$ cat src/rtl/pipe_pkg.sv
// Shared definitions for the memory-stage pipeline buffer: default sizing and
// the memory-stage payload record that callers flatten onto in_data.
package pipe_pkg;

   localparam int PIPE_DATA_W = 32;
   localparam int PIPE_DEPTH  = 2;

   typedef struct packed {
      logic [31:0] nPC;
      logic        regWr;
      logic [1:0]  regSel;
      logic [4:0]  regDst;
      logic [31:0] ALUOut;
      logic        halt;
      logic [31:0] dmemstore;
      logic [31:0] lui;
      logic        dREN;
      logic        dWEN;
   } mem_payload_t;

   localparam int MEM_PAYLOAD_W = $bits(mem_payload_t);

   function automatic logic [MEM_PAYLOAD_W-1:0] flatten_mem_payload(input mem_payload_t p);
      return p;
   endfunction

   function automatic mem_payload_t unflatten_mem_payload(input logic [MEM_PAYLOAD_W-1:0] v);
      return mem_payload_t'(v);
   endfunction

   // Pointer wrap relies on a power-of-two depth of at least two.
   function automatic bit depth_ok(input int depth);
      return (depth >= 2) && ((depth & (depth - 1)) == 0);
   endfunction

endpackage

$ cat src/rtl/pipe_stage_fifo_if.sv
// Handshake bundle between a producer, the stage buffer and its consumer.
interface pipe_stage_fifo_if
   import pipe_pkg::*;
#(
   parameter int DATA_W = PIPE_DATA_W,
   parameter int DEPTH  = PIPE_DEPTH
);

   localparam int CNT_W = $clog2(DEPTH + 1);

   logic              flush;
   logic              in_valid;
   logic              in_ready;
   logic [DATA_W-1:0] in_data;
   logic              out_valid;
   logic              out_ready;
   logic [DATA_W-1:0] out_data;
   logic [CNT_W-1:0]  count;

   modport master (
      output flush, in_valid, in_data, out_ready,
      input  in_ready, out_valid, out_data, count
   );

   modport slave (
      input  flush, in_valid, in_data, out_ready,
      output in_ready, out_valid, out_data, count
   );

endinterface

$ cat src/rtl/pipe_ptr.sv
// Wrapping index register for the stage buffer; reset and clear both return it to 0.
module pipe_ptr
   import pipe_pkg::*;
#(
   parameter int DEPTH = PIPE_DEPTH
) (
   input  logic                     CLK,
   input  logic                     RST,
   input  logic                     clear,
   input  logic                     inc,
   output logic [$clog2(DEPTH)-1:0] ptr
);

   localparam int               PTR_W = $clog2(DEPTH);
   localparam logic [PTR_W-1:0] LAST  = PTR_W'(DEPTH - 1);

   always_ff @(posedge CLK) begin
      if (RST || clear) begin
         ptr <= '0;
      end else if (inc) begin
         ptr <= (ptr == LAST) ? '0 : ptr + PTR_W'(1);
      end
   end

endmodule

$ cat src/rtl/pipe_stage_fifo.sv
// Registered pipeline-stage buffer: DEPTH-entry FIFO with valid/ready on both
// sides, one-cycle latency, flush, and masked output when empty.
module pipe_stage_fifo
   import pipe_pkg::*;
#(
   parameter int DATA_W = PIPE_DATA_W,
   parameter int DEPTH  = PIPE_DEPTH
) (
   input logic              CLK,
   input logic              RST,
   pipe_stage_fifo_if.slave bus
);

   localparam int PTR_W = $clog2(DEPTH);
   localparam int CNT_W = $clog2(DEPTH + 1);

   if (!depth_ok(DEPTH)) begin : g_bad_depth
      $error("pipe_stage_fifo: DEPTH must be a power of two and at least 2");
   end

   logic [DATA_W-1:0] mem [DEPTH];
   logic [PTR_W-1:0]  wr_ptr;
   logic [PTR_W-1:0]  rd_ptr;
   logic [CNT_W-1:0]  count_q;
   logic              full;
   logic              empty;
   logic              push;
   logic              pop;

   // Ready and valid come only from the registered occupancy, so a pop can
   // never open room for a push in the same cycle.
   assign full  = (count_q == CNT_W'(DEPTH));
   assign empty = (count_q == '0);
   assign push  = bus.in_valid & ~full & ~bus.flush;
   assign pop   = bus.out_ready & ~empty & ~bus.flush;

   pipe_ptr #(.DEPTH(DEPTH)) u_wr_ptr (
      .CLK   (CLK),
      .RST   (RST),
      .clear (bus.flush),
      .inc   (push),
      .ptr   (wr_ptr)
   );

   pipe_ptr #(.DEPTH(DEPTH)) u_rd_ptr (
      .CLK   (CLK),
      .RST   (RST),
      .clear (bus.flush),
      .inc   (pop),
      .ptr   (rd_ptr)
   );

   // Storage is never cleared; occupancy alone decides what is visible.
   always_ff @(posedge CLK) begin
      if (push) begin
         mem[wr_ptr] <= bus.in_data;
      end
   end

   always_ff @(posedge CLK) begin
      if (RST || bus.flush) begin
         count_q <= '0;
      end else begin
         unique case ({push, pop})
            2'b10:   count_q <= count_q + CNT_W'(1);
            2'b01:   count_q <= count_q - CNT_W'(1);
            default: count_q <= count_q;
         endcase
      end
   end

   assign bus.in_ready  = ~full;
   assign bus.out_valid = ~empty;
   assign bus.out_data  = empty ? '0 : mem[rd_ptr];
   assign bus.count     = count_q;

endmodule

$ cat src/flat_wrapper.sv
// flat-port wrapper written by rule: the top's interface ports become plain ports
module pipe_stage_fifo_flat import pipe_pkg::*;
#(
   parameter int DATA_W = PIPE_DATA_W,
   parameter int DEPTH  = PIPE_DEPTH
)
  (CLK, RST, bus_flush, bus_in_valid, bus_in_data, bus_out_ready, bus_in_ready, bus_out_valid, bus_out_data, bus_count);
  pipe_stage_fifo_if #(.DATA_W(DATA_W), .DEPTH(DEPTH)) bus_i ();
  input logic CLK;
  input logic RST;
  input wire logic [$bits(bus_i.flush)-1:0] bus_flush;
  input wire logic [$bits(bus_i.in_valid)-1:0] bus_in_valid;
  input wire logic [$bits(bus_i.in_data)-1:0] bus_in_data;
  input wire logic [$bits(bus_i.out_ready)-1:0] bus_out_ready;
  output wire logic [$bits(bus_i.in_ready)-1:0] bus_in_ready;
  output wire logic [$bits(bus_i.out_valid)-1:0] bus_out_valid;
  output wire logic [$bits(bus_i.out_data)-1:0] bus_out_data;
  output wire logic [$bits(bus_i.count)-1:0] bus_count;
  assign bus_i.flush = bus_flush;
  assign bus_i.in_valid = bus_in_valid;
  assign bus_i.in_data = bus_in_data;
  assign bus_i.out_ready = bus_out_ready;
  assign bus_in_ready = bus_i.in_ready;
  assign bus_out_valid = bus_i.out_valid;
  assign bus_out_data = bus_i.out_data;
  assign bus_count = bus_i.count;
  pipe_stage_fifo #(.DATA_W(DATA_W), .DEPTH(DEPTH)) u_core (.CLK(CLK), .RST(RST), .bus(bus_i));
endmodule
$ cat config.mk
export PLATFORM = sky130hd
export DESIGN_NAME = pipe_stage_fifo_flat
export DESIGN_NICKNAME = d
export VERILOG_FILES = /design/src/rtl/pipe_pkg.sv /design/src/rtl/pipe_stage_fifo_if.sv /design/src/rtl/pipe_ptr.sv /design/src/rtl/pipe_stage_fifo.sv /design/src/flat_wrapper.sv
export SDC_FILE = /design/constraint.sdc
export NUM_CORES = 1
export LEC_CHECK = 0
export ABC_AREA = 1
export BUFFER_PORTS_ARGS = -buffer_cell sky130_fd_sc_hd__buf_4
export CELL_PAD_IN_SITES_DETAIL_PLACEMENT = 0
export CELL_PAD_IN_SITES_GLOBAL_PLACEMENT = 1
export CORE_ASPECT_RATIO = 1.2
export CORE_MARGIN = 1.5
export CORE_UTILIZATION = 41
export DETAILED_ROUTE_END_ITERATION = 6
export HOLD_SLACK_MARGIN = 0.05
export PLACE_DENSITY_LB_ADDON = 0.25
export SYNTH_ARGS = -nofsm -noshare
export SYNTH_HDL_FRONTEND = slang
export SYNTH_HIERARCHICAL = 1
export SYNTH_SLANG_ARGS = --single-unit
$ cat constraint.sdc
create_clock -name CLK -period 2.7 [get_ports CLK]
set_input_delay 0.54 -clock CLK [delete_from_list [all_inputs] [get_ports CLK]]
set_output_delay 0.54 -clock CLK [all_outputs]
set_load 0.1 [all_outputs]
==> impl_metrics.json <==
{
  "core_sq_mm": 0.00649,
  "die-area_sq_mm": 0.00729,
  "die_h_microns": 93.2,
  "dpl.cell_count": 367,
  "drtIter0Drc": 60,
  "synthCells": 213,
  "grt_max_degree": 33,
  "report.final.slew_viol_count": 0,
  "power.density_mw_per_mm2": 641,
  "r2r-end": "u_core/bus.count[1]",
  "ys_ff_latch": 68,
  "fin_util_pct": 56.2,
  "p_total_w": 0.00233,
  "routedWlPerCell_microns": 13.2,
  "p_leak_nw": 1.41,
  "hold_violations": 0,
  "period_minus_slack_ps": 2380,
  "cts_buffers": 9,
  "via_count": 1782,
  "final_common_cell": "buf_4",
  "clkLatencyLatePin_ps": 330,
  "synth.cell_area_sq_mm": 0.00278,
  "antenna_found_initial": 0,
  "hold_buffers": 0,
  "synthTopCellsByArea": "edfxtp_1 69%, nand2_1 9.8%, a21oi_2 9.4%",
  "ant_nets": 0,
  "fin_area_sq_mm": 0.00364,
  "detailed_place_hpwl_mm": 3.39,
  "start_kind": "register",
  "wl_mm": 5.06,
  "cp_common_cell": "buf_4",
  "antenna_cells": 0,
  "ir_drop_uv": 379,
  "yosys_warnings": 6,
  "grt_first_pass_wirelength_mm": 8.06,
  "status": "finished clean",
  "path_cells": "buf_4 -> clkinv_2 -> nand2_1 -> a21oi_1 -> buf_4",
  "gp_congestion": 0.772,
  "clk_path_buf_depth": 2,
  "hold_end": "u_core/bus.count[0]",
  "area_growth_syn_to_layout_pct": 30.9,
  "fillCellCount": 567,
  "synth-compound-area-share_pct": 9.80,
  "crit_required_ps": 2160,
  "crit_slowest_cell": "clkinv_2",
  "slowest_delay_ps": 430,
  "yosysTopAreaCellShare_pct": 69.1,
  "hold_depth": 2,
  "ios": 73,
  "ctsResizeCount": 0,
  "hold_path.class": "in2reg",
  "ys_types": 19,
  "overflow": 0,
  "portBuffers": 72,
  "clock-sinks": 68,
  "synth_mux_area_share_pct": 0,
  "cap_violations": 0,
  "final_net_count": 331,
  "worst-r2r-setup-slack_ps": 740,
  "fin_crit_sh_pct": 88.2,
  "drc": 0,
  "max_freq_mhz": 420,
  "syn-num-nets": 251,
  "postCtsSetupRepairBufs": 0,
  "viasPerCell": 4.65,
  "r2r-start": "u_core/bus.count[1]",
  "first_global_vias": 1720,
  "arrival_ps": 1840,
  "clkSlewWorstSetupHoldPaths_ps": 60,
  "rows": 32,
  "first_pass_iters": 4,
  "initial_core_util_pct": 42.9,
  "grt_setup_unrepaired": "false",
  "yosysTopAreaCell": "edfxtp_1",
  "instances_no_fill": 383,
  "setup_slack_ps": 318,
  "root_buffer": "clkbuf_8",
  "path_max_fanout": 32,
  "r2r_cells": 11,
  "placedInstanceArea_sq_mm": 0.00343,
  "maxSlewHeadroom_pct": 68.0,
  "multi_input_area_sq_um": 679,
  "cts_tree": "built",
  "htree_levels": 3,
  "tightest_slew_ps": 480,
  "synth_area_per_cell_sq_um": 13.1,
  "pre_cts_slack_ps": 649,
  "synthAdderAreaFrac_pct": 0.450,
  "finalSetupViolations": 0,
  "skew_ps": 4.15,
  "fp.dieW_microns": 78.2,
  "path_class": "reg2out",
  "mostFrequentLayoutCells": "78 x buf_4, 73 x nand2_1, 64 x edfxtp_1, 30 x a21oi_2, 11 x nor2_1",
  "synth_top_family_by_area": "simple AND/OR/NAND/NOR gates",
  "seq_area_sq_mm": 0.00200,
  "ys_seq_area_share_pct": 71.9,
  "synthXorXnorAreaFrac_pct": 0.315,
  "hp-start": "RST",
  "grt_use_total_pct": 15.1,
  "synth-simple-area-share_pct": 13.3,
  "drive_above_1_share_pct": 45.3,
  "cp-end-kind": "output port"
}
flip-flops by register name, indices dropped and copies added, names as in the netlist:
signal / flops
u_core/bus.count: 2
u_core/u_rd_ptr/ptr: 1
u_core/mem: 64
u_core/u_wr_ptr/ptr: 1
worst max-delay path: cells and delay by family (launching register included):
kind | cells | cell delay [ps]
AO/OA/AOI/OAI | 1 | 90
buffers and inverters | 3 | 900
flip-flops | 1 | 330
AND/OR/NAND/NOR | 1 | 180
where the power goes:
group,internal [W],switching (W)
combinational,0.0000755,0.000187
sequential,0.00118,0.00000808
clock,0.000540,0.000339
metrics by stage:
step	TNS, ps	hold slack (ps)
after floorplan	-305	503
after global placement	0	529
after detailed placement	0	543
after CTS	0	378
after global routing	0	370
final	0	395
worst max path at each step:
stage / start / end / slack (ps) / depth (start not counted)
detailed placement: u_core/u_rd_ptr/ptr / bus_out_data[30] / 650 / 5
global placement: u_core/u_rd_ptr/ptr / bus_out_data[16] / 700 / 5
CTS: u_core/u_rd_ptr/ptr / bus_out_data[30] / 280 / 5
finish: u_core/u_rd_ptr/ptr / bus_out_data[30] / 320 / 5
global route: u_core/u_rd_ptr/ptr / bus_out_data[30] / 150 / 5
floorplan: u_core/bus.count[1] / bus_out_data[25] / -150 / 2
area by class of cell:
type	count	area share, %
flip-flops and latches	68	55.0
multi-input cells	127	18.6
clock inverters	5	2.06
well taps	85	2.92
inverters	8	0.859
clock buffers	11	3.88
repair buffers	79	16.6
layer usage:
metal / vias up / global-route usage (%) / routed length, microns
met4: 0 / 8.63 / 106
met2: 49 / 27.4 / 2780
met5: - / 0 / 0
met1: 833 / 15.1 / 1890
li1: 890 / - / -
met3: 10 / 4.98 / 282
cell usage after synthesis:
cell and count:
inv_2 1, inv_1 6, a21oi_2 30, a21oi_1 2, buf_4 4, ha_1 1, nor2_2 2, buf_2 2
nand4_1 1, clkinv_2 1, nand2_1 73, edfxtp_1 64, buf_6 4, nand2_2 2, nor2_1 13, dfxtp_1 4
xor2_1 1, nor3_1 1, nor2_4 1
cell families (layout without fill, tap and decap cells):
group,after synthesis,after routing
AND/OR/NAND/NOR,93,93
adder cells (fa/ha/maj),1,1
AO/OA/AOI/OAI,32,32
flip-flops,68,68
XOR/XNOR,1,1
buffers and inverters,18,103
No activity file was read; power rests on OpenSTA's default activity.
